--- config.mk ---
export PLATFORM = sky130hd
export DESIGN_NAME = fetch_sequencer_flat
export DESIGN_NICKNAME = d
export VERILOG_FILES = /design/src/rtl/fetch_sequencer_if.sv /design/src/rtl/fetch_sequencer.sv /design/src/flat_wrapper.sv
export SDC_FILE = /design/constraint.sdc
export NUM_CORES = 1
export LEC_CHECK = 0
export BUFFER_PORTS_ARGS = -buffer_cell sky130_fd_sc_hd__buf_2
export CAP_MARGIN = 20
export CORE_AREA = 10 10 140 142
export CTS_CLUSTER_SIZE = 20
export DETAILED_ROUTE_END_ITERATION = 8
export DIE_AREA = 0 0 150 152
export SLEW_MARGIN = 20
export SYNTH_ARGS = -nofsm -noshare
export SYNTH_HDL_FRONTEND = slang
export SYNTH_SLANG_ARGS = --single-unit
--- constraint.sdc ---
create_clock -name clk -period 2 [get_ports clk]
set_input_delay 0.4 -clock clk [delete_from_list [all_inputs] [get_ports clk]]
set_output_delay 0.4 -clock clk [all_outputs]
set_load 0.005 [all_outputs]
--- src/rtl/fetch_sequencer_if.sv ---
// ============================================================================
// Module   : fetch_sequencer_if
// Brief    : Instruction-memory, decode and redirect signals for fetch_sequencer
// Revision : 1.0
// ============================================================================
`default_nettype none

interface fetch_sequencer_if #(
    parameter int PC_WIDTH = 32
);
    logic                imem_req;
    logic [PC_WIDTH-1:0] imem_addr;
    logic                imem_ack;
    logic [31:0]         imem_rdata;
    logic [31:0]         ir;
    logic [PC_WIDTH-1:0] ir_pc;
    logic                ir_valid;
    logic                dec_ready;
    logic                redirect;
    logic [PC_WIDTH-1:0] redirect_pc;
    logic                halted;

    // The fetch sequencer is the master; memory/decode/branch logic is the slave.
    modport master (
        output imem_req, imem_addr, ir, ir_pc, ir_valid, halted,
        input  imem_ack, imem_rdata, dec_ready, redirect, redirect_pc
    );

    modport slave (
        input  imem_req, imem_addr, ir, ir_pc, ir_valid, halted,
        output imem_ack, imem_rdata, dec_ready, redirect, redirect_pc
    );
endinterface

`default_nettype wire

--- src/rtl/fetch_sequencer.sv ---
// ============================================================================
// Module   : fetch_sequencer
// Brief    : Instruction fetch controller: PC, imem handshake, IR, redirect, halt
// Revision : 1.0
// ============================================================================
`default_nettype none

module fetch_sequencer #(
    parameter int                  PC_WIDTH = 32,
    parameter logic [PC_WIDTH-1:0] RESET_PC = '0
) (
    input  logic                clk,
    input  logic                rst_n,
    fetch_sequencer_if.master   bus
);

    localparam logic [2:0] c_IDLE  = 3'd0;
    localparam logic [2:0] c_FETCH = 3'd1;
    localparam logic [2:0] c_FLUSH = 3'd2;
    localparam logic [2:0] c_HOLD  = 3'd3;
    localparam logic [2:0] c_HALT  = 3'd4;

    localparam logic [31:0] c_NOP    = 32'h0000_0013;
    localparam logic [6:0]  c_SYSTEM = 7'b1110011;

    logic [2:0]          r_state;
    logic [PC_WIDTH-1:0] r_pc;
    logic [PC_WIDTH-1:0] r_addr;
    logic [31:0]         r_ir;
    logic [PC_WIDTH-1:0] r_ir_pc;

    logic [2:0]          w_state_next;
    logic [PC_WIDTH-1:0] w_pc_next;
    logic                w_load_ir;
    logic [PC_WIDTH-1:0] w_redirect_pc;

    assign w_redirect_pc = {bus.redirect_pc[PC_WIDTH-1:2], 2'b00};

    // State and datapath registers
    always_ff @(posedge clk or negedge rst_n) begin
        if (!rst_n) begin
            r_state <= c_IDLE;
            r_pc    <= RESET_PC;
            r_addr  <= RESET_PC;
            r_ir    <= c_NOP;
            r_ir_pc <= RESET_PC;
        end else begin
            r_state <= w_state_next;
            r_pc    <= w_pc_next;
            // In FLUSH the old request is still on the bus, so its address must hold.
            if (w_state_next != c_FLUSH) begin
                r_addr <= w_pc_next;
            end
            if (w_load_ir) begin
                r_ir    <= bus.imem_rdata;
                r_ir_pc <= r_pc;
            end
        end
    end

    // Next-state and next-PC decision
    always_comb begin
        w_state_next = r_state;
        w_pc_next    = r_pc;
        w_load_ir    = 1'b0;
        case (r_state)
            c_IDLE: begin
                w_state_next = c_FETCH;
                if (bus.redirect) begin
                    w_pc_next = w_redirect_pc;
                end
            end
            c_FETCH: begin
                if (bus.redirect) begin
                    w_pc_next    = w_redirect_pc;
                    w_state_next = bus.imem_ack ? c_FETCH : c_FLUSH;
                end else if (bus.imem_ack) begin
                    w_load_ir    = 1'b1;
                    w_pc_next    = r_pc + PC_WIDTH'(4);
                    w_state_next = c_HOLD;
                end
            end
            c_FLUSH: begin
                if (bus.redirect) begin
                    w_pc_next = w_redirect_pc;
                end
                if (bus.imem_ack) begin
                    w_state_next = c_FETCH;
                end
            end
            c_HOLD: begin
                if (bus.redirect) begin
                    w_pc_next    = w_redirect_pc;
                    w_state_next = c_FETCH;
                end else if (bus.dec_ready) begin
                    w_state_next = (r_ir[6:0] == c_SYSTEM) ? c_HALT : c_FETCH;
                end
            end
            c_HALT: begin
                if (bus.redirect) begin
                    w_pc_next    = w_redirect_pc;
                    w_state_next = c_FETCH;
                end
            end
            default: begin
                w_state_next = c_IDLE;
            end
        endcase
    end

    // Outputs decoded from the registered state
    always_comb begin
        bus.imem_req  = (r_state == c_FETCH) || (r_state == c_FLUSH);
        bus.ir_valid  = (r_state == c_HOLD);
        bus.halted    = (r_state == c_HALT);
        bus.imem_addr = r_addr;
        bus.ir        = r_ir;
        bus.ir_pc     = r_ir_pc;
    end

endmodule

`default_nettype wire
--- src/flat_wrapper.sv ---
// flat-port wrapper written by rule: the top's interface ports become plain ports
module fetch_sequencer_flat 
#(
    parameter int                  PC_WIDTH = 32,
    parameter logic [PC_WIDTH-1:0] RESET_PC = '0
)
  (clk, rst_n, bus_imem_req, bus_imem_addr, bus_ir, bus_ir_pc, bus_ir_valid, bus_halted, bus_imem_ack, bus_imem_rdata, bus_dec_ready, bus_redirect, bus_redirect_pc);
  fetch_sequencer_if #(.PC_WIDTH(PC_WIDTH)) bus_i ();
  input  logic clk;
  input  logic rst_n;
  output wire logic [$bits(bus_i.imem_req)-1:0] bus_imem_req;
  output wire logic [$bits(bus_i.imem_addr)-1:0] bus_imem_addr;
  output wire logic [$bits(bus_i.ir)-1:0] bus_ir;
  output wire logic [$bits(bus_i.ir_pc)-1:0] bus_ir_pc;
  output wire logic [$bits(bus_i.ir_valid)-1:0] bus_ir_valid;
  output wire logic [$bits(bus_i.halted)-1:0] bus_halted;
  input wire logic [$bits(bus_i.imem_ack)-1:0] bus_imem_ack;
  input wire logic [$bits(bus_i.imem_rdata)-1:0] bus_imem_rdata;
  input wire logic [$bits(bus_i.dec_ready)-1:0] bus_dec_ready;
  input wire logic [$bits(bus_i.redirect)-1:0] bus_redirect;
  input wire logic [$bits(bus_i.redirect_pc)-1:0] bus_redirect_pc;
  assign bus_imem_req = bus_i.imem_req;
  assign bus_imem_addr = bus_i.imem_addr;
  assign bus_ir = bus_i.ir;
  assign bus_ir_pc = bus_i.ir_pc;
  assign bus_ir_valid = bus_i.ir_valid;
  assign bus_halted = bus_i.halted;
  assign bus_i.imem_ack = bus_imem_ack;
  assign bus_i.imem_rdata = bus_imem_rdata;
  assign bus_i.dec_ready = bus_dec_ready;
  assign bus_i.redirect = bus_redirect;
  assign bus_i.redirect_pc = bus_redirect_pc;
  fetch_sequencer #(.PC_WIDTH(PC_WIDTH), .RESET_PC(RESET_PC)) u_core (.clk(clk), .rst_n(rst_n), .bus(bus_i));
endmodule
==> results.yml <==
outcome:
  status: "complete, but fails checks"
  violations: "negative setup slack"
logic_synthesis:
  synth.most_common_cell: "dfrtp_1"
  synth_top_area_share_pct: 48.7
  syn_avg_cell_area_um2: 10.9
  synth_commonest_cells: "128 x dfrtp_1, 93 x mux2_2, 57 x nand2_1"
  synth_cells: 601
  ys.flop_type: "dfrtp_1"
  synthArstFlopShare_pct: 100
  synth.net_count: 671
  syn-cell-area_um2: 6580
  yosys_warnings: 0
  synth_edf_count: 0
  ys_ff_latch: 131
  synth_seq_area_share_pct: 49.9
  synth_top_cell_by_area: "dfrtp_1"
  synth_cell_types: 67
  synthTopCellsByArea: "dfrtp_1 49%, mux2_2 16%, nand2_1 3.3%"
hold_path:
  min_to: "u_core.bus.ir[30]$_DFFE_PN0P_"
  hp-start: "bus_imem_rdata[30]"
  holdPathStages: 2
  hp-class: "in2reg"
routing:
  highest_layer: "met4"
  avgRoutedWirePerCell_um: 21.3
  routed-via-count: 6241
  met2WireLength_um: 11900
  wl_met1_um: 10200
  viasPerCell: 5.57
  drt_iter0_markers: 471
  drc_errors: 0
  dr.pass1.iters: 8
  wl_met3_um: 1330
  ant_nets: 0
  wl_um: 23900
worst_setup_path:
  r2r-end: "u_core.bus.imem_addr[30]$_DFFE_PN0P_"
  cp.required_ps: 2300
  rrSetupSlack_ps: -70
  start_kind: "register"
  critPathMaxFanout: 6
  cp-end-kind: "register"
  critical_path_class: "reg2reg"
  regToRegStartpoint: "u_core.r_pc[7]$_DFF_PN0_"
  arrival_ps: 2370
  r2r_cells: 6
pwr:
  powerDensity_nw_per_um2: 1480
  leakage_nw: 4.51
  power_mw: 14.3
  ir_worst_vdd_mv: 0.778
clocking:
  clk_path_buf_depth: 2
  cts.clk_slew.worst_paths_ps: 60
  root_buffer: "clkbuf_16"
  cts_tree: "built"
  clkLatencyLatePin_ps: 430
  htreeDepth: 4
  cts_buffers: 17
  cts.sinks: 131
placement:
  place_hpwl_um: 17900
  gp_congestion: 0.908
  dp.cells: 1070
  pre_cts_slack_ps: -224
  io_buffers: 165
  placed_area_um2: 8550
sta:
  slew_viol_final: 0
  worst-slew-pin-transition_ps: 477
  finalCriticalPeriod_ps: 2070
  fmax_ghz: 0.483
  relSlewSlack_pct: 68.0
  fin_tns_setup_ps: -592
  finalHoldViolCount: 0
  whs_ps: 206
  setup_viol: 29
  skew_ps: 12.0
  fin_ws_ps: -68.6
  period_share_pct: 103
  rsz0062_at_grt: "true"
grt:
  grt_antenna_before_repair: 0
  grt_pass1_wl_um: 36800
  grt_max_degree: 56
  grt_usage_pct: 20.5
  grt_overflow_total: 0
  grt_pass1_vias: 6531
floorplan:
  die_y_um: 152
  io_pins: 168
  dieWidth_um: 150
  core-area_um2: 16900
  start_util_pct: 38.8
  dieArea_um2: 22800
  rows: 48
finish:
  final-instance-count-excl-fill: 1120
  drive_gt1_share_pct: 55.4
  fin_area_um2: 9660
  fillers: 1501
  area_growth_pct: 46.9
  antennaDiodeCount: 0
  nNetsFinal: 953
  final_core_util_pct: 57.1
job:
  cap_viol_max_count: 0
-- worst max-delay path by stage --
| stage | from | end | slack, ps | cells after the start |
|---|---|---|---|---|
| final | u_core.r_pc[7]$_DFF_PN0_ | u_core.bus.imem_addr[30]$_DFFE_PN0P_ | -70 | 6 |
| after global routing | u_core.r_pc[7]$_DFF_PN0_ | u_core.bus.imem_addr[27]$_DFFE_PN0P_ | -120 | 6 |
| after CTS | u_core.r_pc[7]$_DFF_PN0_ | u_core.bus.imem_addr[23]$_DFFE_PN0P_ | -40 | 6 |
| after detailed placement | bus_imem_ack | u_core.bus.imem_addr[13]$_DFFE_PN0P_ | -220 | 8 |
| after global placement | u_core.r_pc[5]$_DFF_PN0_ | u_core.bus.imem_addr[20]$_DFFE_PN0P_ | -170 | 7 |
| after floorplan | bus_redirect | u_core.bus.imem_addr[23]$_DFFE_PN0P_ | -30 | 7 |
-- critical path, stage by stage (launching register included) --
cell	delay (ps)
dfrtp_1	420
buf_6	150
nand4_1	190
or4_4	540
o31ai_4	200
o311ai_2	160
mux2_4	280
-- power breakdown --
group / switching, mW / internal (mW) / total [mW]
combinational: 3.13 / 3.53 / 6.66
clock: 1.14 / 1.83 / 2.97
sequential: 0.849 / 3.86 / 4.71
-- area by class of cell --
| cell class | count | area [µm²] | share of cell area, % |
|---|---|---|---|
| tap | 225 | 282 | 2.91 |
| clock inverter | 8 | 77.6 | 0.803 |
| inverter | 9 | 33.8 | 0.350 |
| sequential | 131 | 3290 | 34.0 |
| clock buffer | 23 | 488 | 5.05 |
| multi-input combinational | 415 | 3420 | 35.4 |
| timing repair buffer | 309 | 2080 | 21.5 |
-- layout by cell type (no fill, tap or decap), drive strengths merged, types with 3 or more instances in the layout --
cell      instances
buf             307
dfrtp           128
mux2             93
nand2            57
o21ai            28
nand3            24
clkbuf           24
a21oi            18
nor2             16
nand4            12
o221ai           11
nor3             11
mux2i            10
nand2b           10
nor4             10
inv               9
o31ai             9
a31oi             8
and4              8
and2              6
a211oi            6
a222oi            5
clkinvlp          5
or4               5
and3              4
nor2b             4
a41oi             4
o211ai            4
o31a              3
nand4b            3
dfstp             3
or3               3
a311oi            3
nor3b             3
-- state kept, by name, indices dropped and copies added (netlist names) --
name / flops
u_core.bus.imem_addr: 32
u_core.bus.ir_pc: 32
u_core.bus.ir: 32
u_core.r_state: 3
u_core.r_pc: 32
-- layer usage --
| layer | track usage [%] | vias up |
|---|---|---|
| li1 | - | 2829 |
| met1 | 26.0 | 3177 |
| met2 | 33.8 | 206 |
| met3 | 4.01 | 29 |
| met4 | 6.99 | 0 |
| met5 | 0 | - |
-- logic make-up after synthesis --
logic type / after synthesis / share of synthesized area (%)
XOR/XNOR: 2 / 0.266
flip-flops: 131 / 49.9
buffers and inverters: 55 / 3.41
AND/OR/NAND/NOR: 184 / 15.4
adder cells (fa/ha/maj): 1 / 0.190
AO/OA/AOI/OAI: 125 / 13.4
multiplexers: 103 / 17.4
-- repair_timing --
action	4_1_cts	5_1_grt
hold buffers	1	0
hold endpoints to repair	30	0
cloned	0	1
gates resized for setup	62	27
setup buffers	11	7
endpoints found under the setup margin	35	37
pin swaps	17	5
No activity file was read; power rests on OpenSTA's default activity.
